## src/rtl/wave_pixel_gen.sv

```systemverilog
// Pixel-colour stage behind the VGA timing block: scrolling sine-wave surface.
// Two-stage pipeline; colour and delayed syncs leave aligned.
module wave_pixel_gen #(
  parameter logic [9:0]  H_OFFSET  = 10'd144,
  parameter logic [10:0] V_OFFSET  = 11'd35,
  parameter logic [10:0] CENTER_Y  = 11'd240,
  parameter logic [10:0] THICK     = 11'd2,
  parameter logic [11:0] SKY_RGB   = 12'h48F,
  parameter logic [11:0] WATER_RGB = 12'h035,
  parameter logic [11:0] WAVE_RGB  = 12'hFFF
) (
  input  logic       vga_clock,
  input  logic       reset_n,
  input  logic [9:0] hcount,
  input  logic [9:0] vcount,
  input  logic       hsync,
  input  logic       vsync,
  input  logic       at_display_area,
  input  logic [3:0] speed,
  input  logic [1:0] amp,
  input  logic       freeze,
  output logic [3:0] vga_r,
  output logic [3:0] vga_g,
  output logic [3:0] vga_b,
  output logic       hsync_out,
  output logic       vsync_out
);

  localparam logic [6:0] QTAB [64] = '{
    7'd0,   7'd3,   7'd6,   7'd9,
    7'd12,  7'd16,  7'd19,  7'd22,
    7'd25,  7'd28,  7'd31,  7'd34,
    7'd37,  7'd40,  7'd43,  7'd46,
    7'd49,  7'd51,  7'd54,  7'd57,
    7'd60,  7'd63,  7'd65,  7'd68,
    7'd71,  7'd73,  7'd76,  7'd78,
    7'd81,  7'd83,  7'd85,  7'd88,
    7'd90,  7'd92,  7'd94,  7'd96,
    7'd98,  7'd100, 7'd102, 7'd104,
    7'd106, 7'd107, 7'd109, 7'd111,
    7'd112, 7'd113, 7'd115, 7'd116,
    7'd117, 7'd118, 7'd120, 7'd121,
    7'd122, 7'd122, 7'd123, 7'd124,
    7'd125, 7'd125, 7'd126, 7'd126,
    7'd126, 7'd127, 7'd127, 7'd127
  };

  logic [7:0]         r_phase;
  logic signed [7:0]  r_s;
  logic [10:0]        r_y;
  logic [1:0]         r_amp;
  logic               r_disp;
  logic               r_hs1;
  logic               r_vs1;
  logic [11:0]        r_rgb;
  logic               r_hs2;
  logic               r_vs2;

  logic [7:0]         w_a;
  logic [6:0]         w_idx;
  logic [6:0]         w_mag;
  logic [7:0]         w_sin;
  logic signed [7:0]  w_sh;
  logic signed [10:0] w_ss;
  logic signed [10:0] w_wy;
  logic signed [10:0] w_d;
  logic [11:0]        w_rgb;
  logic               w_origin;

  assign w_origin = (hcount == 10'd0) && (vcount == 10'd0);

  // Quarter table mirrored across a=64; upper half-period negated.
  always_comb begin
    w_a   = hcount[7:0] - H_OFFSET[7:0] + r_phase;
    w_idx = w_a[6:0];
    w_mag = 7'd0;
    if (w_idx == 7'd64)
      w_mag = 7'd127;
    else if (!w_idx[6])
      w_mag = QTAB[w_idx[5:0]];
    else
      w_mag = QTAB[6'd0 - w_idx[5:0]];
    w_sin = w_a[7] ? (8'd0 - {1'b0, w_mag})
                   : {1'b0, w_mag};
  end

  always_comb begin
    w_sh = r_s;
    case (r_amp)
      2'd0:    w_sh = r_s >>> 2;
      2'd1:    w_sh = r_s >>> 1;
      default: w_sh = r_s;
    endcase
    w_ss = {{3{w_sh[7]}}, w_sh};
    w_wy = $signed(CENTER_Y) - w_ss;
    w_d  = $signed(r_y) - w_wy;
    w_rgb = WATER_RGB;
    if (!r_disp)
      w_rgb = 12'h000;
    else if ((w_d <= $signed(THICK)) &&
             (w_d >= -$signed(THICK)))
      w_rgb = WAVE_RGB;
    else if (w_d < 0)
      w_rgb = SKY_RGB;
  end

  always_ff @(posedge vga_clock or negedge reset_n) begin
    if (!reset_n) begin
      r_phase <= 8'd0;
    end else if (w_origin && !freeze) begin
      r_phase <= r_phase + {4'd0, speed};
    end
  end

  always_ff @(posedge vga_clock or negedge reset_n) begin
    if (!reset_n) begin
      r_s    <= 8'sd0;
      r_y    <= 11'd0;
      r_amp  <= 2'd0;
      r_disp <= 1'b0;
      r_hs1  <= 1'b0;
      r_vs1  <= 1'b0;
      r_rgb  <= 12'h000;
      r_hs2  <= 1'b0;
      r_vs2  <= 1'b0;
    end else begin
      r_s    <= w_sin;
      r_y    <= {1'b0, vcount} - V_OFFSET;
      r_amp  <= amp;
      r_disp <= at_display_area;
      r_hs1  <= hsync;
      r_vs1  <= vsync;
      r_rgb  <= w_rgb;
      r_hs2  <= r_hs1;
      r_vs2  <= r_vs1;
    end
  end

  assign vga_r     = r_rgb[11:8];
  assign vga_g     = r_rgb[7:4];
  assign vga_b     = r_rgb[3:0];
  assign hsync_out = r_hs2;
  assign vsync_out = r_vs2;

endmodule

```

## config.mk

```make
export PLATFORM = sky130hd
export DESIGN_NAME = wave_pixel_gen
export DESIGN_NICKNAME = d
export VERILOG_FILES = /design/src/rtl/wave_pixel_gen.sv
export SDC_FILE = /design/constraint.sdc
export NUM_CORES = 1
export LEC_CHECK = 0
export ABC_AREA = 1
export CORE_UTILIZATION = 63
export DETAILED_ROUTE_END_ITERATION = 8
export PLACE_DENSITY = 0.86
export SLEW_MARGIN = 20
export SYNTH_ARGS = -nofsm -noshare
export SYNTH_HDL_FRONTEND = slang
export SYNTH_SLANG_ARGS = --single-unit
```

## constraint.sdc

```tcl
create_clock -name vga_clock -period 9.39 [get_ports vga_clock]
set_input_delay 1.4085 -clock vga_clock [delete_from_list [all_inputs] [get_ports vga_clock]]
set_output_delay 1.4085 -clock vga_clock [all_outputs]
set_load 0.05 [all_outputs]
```

### Word level (Yosys, flattened, before mapping)

Memories as Yosys holds them, arrays and structs flattened.
Cells that the tools add are included.

| word-level totals | value |
|---|---|
| bits in registers | 46 |
| bits in read-only memories | 896 |
| input port bits | 32 |
| output and inout port bits | 14 |
| logic and storage cells | 47 |
| memories kept | 2 |

Memory list:

| memory | words | width | read ports | clocked after memory_dff | write ports | line | text |
|---|---|---|---|---|---|---|---|
| (name not given) | 64 | 7 | 1 | 0 | 0 | 82 | `w_mag = QTAB[6'd0 - w_idx[5:0]];` |
| (name not given) | 64 | 7 | 1 | 0 | 0 | 80 | `w_mag = QTAB[w_idx[5:0]];` |

| cells by class | value |
|---|---|
| $add $sub $neg | 8 |
| order comparisons | 5 |
| equality and inequality tests | 2 |
| multiplexer cells | 11 |
| bitwise gates (word level) | 2 |
| reductions and logical operators | 7 |

Operators by type and width:

| operator | count |
|---|---|
| 7-bit 2-to-1 mux | 6 |
| 12-bit 2-to-1 mux | 2 |
| 10-bit zero test | 2 |
| 7-bit greater-or-equal comparator (second input constant) | 2 |
| 6-bit inverter with 7-bit output | 2 |
| 7-bit case mux with 2 select lines | 1 |
| 11-bit by 2-bit greater-or-equal comparator with 1-bit output (second input constant) | 1 |
| 11-bit by 3-bit <= comparator with 1-bit output (second input constant) | 1 |
| 11-bit by 1-bit less-than comparator with 1-bit output (second input constant) | 1 |
| 11-bit 2-to-1 mux | 1 |
| 10-bit by 6-bit subtractor with 11-bit output (second input constant) | 1 |
| 11-bit by 10-bit subtractor with 11-bit output | 1 |
| 9-bit by 8-bit subtractor with 10-bit output (first input constant) | 1 |
| 8-bit by 4-bit adder with 8-bit output | 1 |
| 8-bit adder | 1 |
| 8-bit 2-to-1 mux | 1 |
| 1-bit by 7-bit subtractor with 8-bit output (first input constant) | 1 |
| 8-bit subtractor (second input constant) | 1 |
| 7-bit equality test (second input constant) | 1 |
| 1-bit by 6-bit subtractor with 6-bit output (first input constant) | 1 |
| 1-bit logical AND | 3 |
| 2-bit by 1-bit equality test with 1-bit output (second input constant) | 1 |
| 2-bit zero test | 1 |
| 1-bit zero test | 1 |

### Logic depth before layout (Yosys ltp)

| logic depth | value |
|---|---|
| depth after elaboration | 11 |
| mapped depth | 30 |
| depth with buffers taken out | 28 |

### Worst setup path before layout

No wires, ideal clock.

| timing path | value |
|---|---|
| kind | input port to flip-flop |
| from | input port hcount[1] |
| to | register r_s[4] |
| library setup time | 113 ps |
| arrival | 4702 ps |
| data required time | 9277 ps |
| slack | 4576 ps |
| cell stages on the path | 24 |
| buffers on the path | 3 |
| cells stage by stage | ha_1 ha_1 inv_1 fa_1 buf_4 inv_1 buf_2 ha_1 clkbuf_1 nand2_1 o21a_1 nand2_1 nand2_1 nand3_1 nand3_1 nand2_1 a21oi_2 ha_1 nand3_1 or2_1 nand2_1 nand2_1 nand2_1 inv_1 |

| between the ends | value |
|---|---|
| longest elaborated chain between the ends | 11 |
| elaborated cells on any way between the ends | 16 |
| classes of those cells | add/sub (4); eq/ne (1); mux (7); bitwise (2); memory (2) |

RTL lines:

| what | line | text |
|---|---|---|
| start: declaration | 14 | `input logic [9:0] hcount,` |
| 8-bit subtractor (*) | 74 | `w_a = hcount[7:0] - H_OFFSET[7:0] + r_phase;` |
| 8-bit adder (*) | 74 |  |
| 1-bit by 6-bit subtractor with 6-bit output | 82 |  |
| 6-bit inverter with 7-bit output (implied by the code) | 82 |  |
| memory read 64 x 7 bit | - |  |
| 7-bit 2-to-1 mux (implied by the code) (2 in series) | 82 |  |
| 7-bit 2-to-1 mux | 79 | `else if (!w_idx[6])` |
| 7-bit 2-to-1 mux | 77 | `if (w_idx == 7'd64)` |
| 1-bit by 7-bit subtractor with 8-bit output | 83 | `w_sin = w_a[7] ? (8'd0 - {1'b0, w_mag})` |
| 8-bit 2-to-1 mux (*) | 83 |  |
| via w_sin[4] | 62 | `logic [7:0] w_sin;` |
| end signal: assignment | 127 | `r_s <= w_sin;` |
| end: declaration | 49 | `logic signed [7:0] r_s;` |

The timed path passes the listed nets; every way through them passes the cells marked *. The select of a mux whose other input is x is not followed.
A chain may end at the register's enable or synchronous reset.

### Worst setup path in the final report

Ends and elaborated chain as after synthesis.

==> impl_metrics.tcl <==
set metrics [dict create \
    synth_ff_type "dfrtp_1" \
    crit_arrival_ps 6180 \
    drc 0 \
    synth_compound_area_share_pct 10.80 \
    powerDensity_nw_per_um2 157.2 \
    vias_per_cell 5.698 \
    crit_path_start_kind "input port" \
    synth_edf_count 0 \
    dpl_cell_area_um2 4716 \
    grt_max_degree 39 \
    final_max_slew_viol_count 0 \
    cts_tree "yes" \
    core-area_um2 6495 \
    dp.final_hpwl_mm 8.572 \
    ys_warn_count 0 \
    hold_depth 0 \
    port_buffers 45 \
    initial_utilization_pct 66.87 \
    cts_max_path_buffers 2 \
    period_needed_ps 5996 \
    critical_path_class "in2reg" \
    n_fill_cell 495 \
    synthXorXnorAreaFrac_pct 5.647 \
    comb_power_share_pct 57.8 \
    fmaxAchievable_mhz 166.8 \
    netlist.area_leader.share_pct 21.90 \
    firstDrtPassIters 5 \
    synth_fp_nets 735 \
    place_congestion 0.9684 \
    avgSynthCellArea_um2 6.661 \
    ir_worst_vdd_mv 0.08192 \
    rsz0062_at_grt "no" \
    r2r_cells 27 \
    ys_types 43 \
    postCtsSetupBuffers 0 \
    maxSlewHeadroom_pct 43.46 \
    synth_area_um2 4343 \
    yosysTopAreaCell "dfrtp_1" \
    crit_path_max_fanout 21 \
    tightest_slew_ps 848.1 \
    p_switching_mw 0.3545 \
    seqPwrFrac_pct 26.3 \
    grt_first_pass_wirelength_mm 18.63 \
    vias 4319 \
    ys_seq_elements 38 \
    synth_mux_area_share_pct 0.2593 \
    fin_nets 763 \
    synth.area.top_cells "dfrtp_1, nand2_1, ha_1" \
    yosysSeqAreaShare_pct 21.90 \
    cts_buffers 5 \
    min_path_type "reg2reg" \
    power.share.clock_pct 15.9 \
    p_int_mw 0.4026 \
    final.period_utilization_pct 63.86 \
    root_buffer "clkbuf_8" \
    die_w_um 85.03 \
    crit_path_end_kind "flop" \
    wire_per_inst_um 14.14 \
    async_flop_share_pct 100.0 \
    synth_simple_gate_area_share_pct 33.71 \
    overflow 0 \
    cts.clk_slew.worst_paths_ps 80 \
    area_growth_pct 10.86 \
    status "finished, final reports clean" \
    drt_iter0_markers 235 \
    hold_violations 0 \
    routed_wl_mm 10.72 \
    final.setup_skew_ps 13.40 \
    antenna_found_initial 0 \
    cts_sinks 38 \
    row_count 29 \
    finalSetupViolCount 0 \
    synth_fa_ha_area_share_pct 15.21 \
    fin_area_um2 4815 \
    hold_buffers 0 \
    ant_nets 0 \
    synthCells 652 \
    cp.required_ps 9570 \
    antenna_cells 0 \
    drive_above_1_share_pct 6.314 \
    drv_cap 0 \
    synth_top_family_by_area "simple AND/OR/NAND/NOR gates" \
    die_h_um 85.03 \
    timing.setup.tns_ps 0 \
    grt_util_all_layers_pct 31.45 \
    grt_pass1_vias 4175 \
    num_io_pins 46 \
    netSwitchingFraction_pct 46.82 \
    die-area_um2 7229 \
    worstSkewPairLatency_ps 290 \
    h-tree-depth 2 \
    power_leakage_nw 2.568 \
    ctsResizeCount 0 \
]
## final timing paths
| path | start | to | slack [ps] |
|---|---|---|---|
| max in group asynchronous | reset_n | r_phase[6] | 7630 |
| min reg2reg | r_vs1 | vsync_out | 370 |
| min in group asynchronous | reset_n | r_s[1] | 1230 |
| min | r_vs1 | vsync_out | 370 |
| max reg2reg | r_phase[1] | r_s[4] | 4520 |
| max | hcount[1] | r_s[4] | 3390 |
## layer usage
layer  part of all wire [%]  track usage [%]
met5                      0                0
met4                    2.6            10.32
met2                     49            55.21
met3                    6.0            3.696
met1                     42            40.25
## sequential cells by signal, indices dropped and copies added (netlist names), 2 cells and up
signal   cells
r_y         11
r_phase      8
r_s          8
r_rgb        4
r_amp        2
## layout by cell type (no fill, tap or decap), types with 2 or more instances in the layout
| master | n |
|---|---|
| inv_1 | 90 |
| nand2_1 | 166 |
| nor2_1 | 59 |
| o21ai_0 | 34 |
| xnor2_1 | 10 |
| xor2_1 | 18 |
| clkbuf_8 | 6 |
| or2_1 | 2 |
| fa_1 | 3 |
| nor4_1 | 4 |
| o21ai_1 | 2 |
| clkdlybuf4s50_1 | 44 |
| a21oi_1 | 24 |
| nand3_2 | 4 |
| nand2_2 | 8 |
| o22ai_1 | 5 |
| nand2_4 | 5 |
| nand3_1 | 56 |
| or2_2 | 5 |
| o211ai_1 | 6 |
| nand4_1 | 9 |
| a211oi_1 | 2 |
| o21bai_1 | 3 |
| ha_1 | 48 |
| dfrtp_1 | 38 |
| inv_2 | 7 |
| nand3b_1 | 3 |
| nor3_1 | 4 |
## Yosys cell counts (all sizes together) (6+ instances only)
library cell	count
or2	7
ha	48
a21oi	25
xnor2	10
nand3	60
nand2	179
inv	97
o21ai	36
dfrtp	38
xor2	18
nand4	9
nor2	61
o211ai	6
buf	19
## area by class of cell
type / count / area (µm²) / area share [%]
inverters: 99 / 372.9 / 7.744
clock inverters: 2 / 16.27 / 0.3378
flip-flops and latches: 38 / 950.9 / 19.75
repair buffers: 45 / 445.4 / 9.252
well taps: 77 / 96.34 / 2.001
clock buffers: 6 / 82.58 / 1.715
multi-input cells: 491 / 2850 / 59.20
## stage by stage
stage / util, % / hold slack (ps) / total power, mW / cells / setup WS, ps
global route: 74.13 / 367.4 / 0.8144 / 758 / 2832
detailed placement: 72.61 / 350.5 / 0.6312 / 750 / 3141
global placement: 72.61 / 336.0 / 0.6098 / 750 / 3357
finish: 74.13 / 365.0 / 0.7571 / 758 / 3394
floorplan: - / 331.2 / 0.5307 / 652 / 4576
CTS: 74.13 / 367.7 / 0.7506 / 758 / 3431
## cells by family after synthesis
family	count (synthesis)
AOI/OAI and AO/OA	83
xor gates and xnor gates	28
adders and majority gates	51
buffers and inverters	123
DFF	38
muxes	1
and+or+nand+nor	328
## power by group through the flow
stage | Clock (mW) | Sequential (mW) | Combinational (mW)
after floorplan | 0 | 0.218 | 0.313
after global placement | 0 | 0.200 | 0.410
after detailed placement | 0 | 0.202 | 0.429
after CTS | 0.120 | 0.199 | 0.432
after global routing | 0.129 | 0.201 | 0.484
final | 0.120 | 0.199 | 0.438
## critical path, stage by stage
cell and delay (ps):
clkdlybuf4s50_1 430, ha_1 290, ha_1 210, inv_1 70, fa_1 930, inv_1 330, ha_1 630, inv_1 260
nand2_1 140, inv_1 60, nor2_1 110, nand2_1 70, nand2_1 70, nand2_1 50, inv_1 50, nand2_1 50
nand3_1 60, nand2_1 60, nand2_1 50, nand2_1 70, inv_1 80, ha_1 160, nand3_1 90, or2_1 240
nand2_1 60, nand2_1 50, nand2_1 50, inv_1 30
Note: power is estimated with default switching activity, not from simulation.
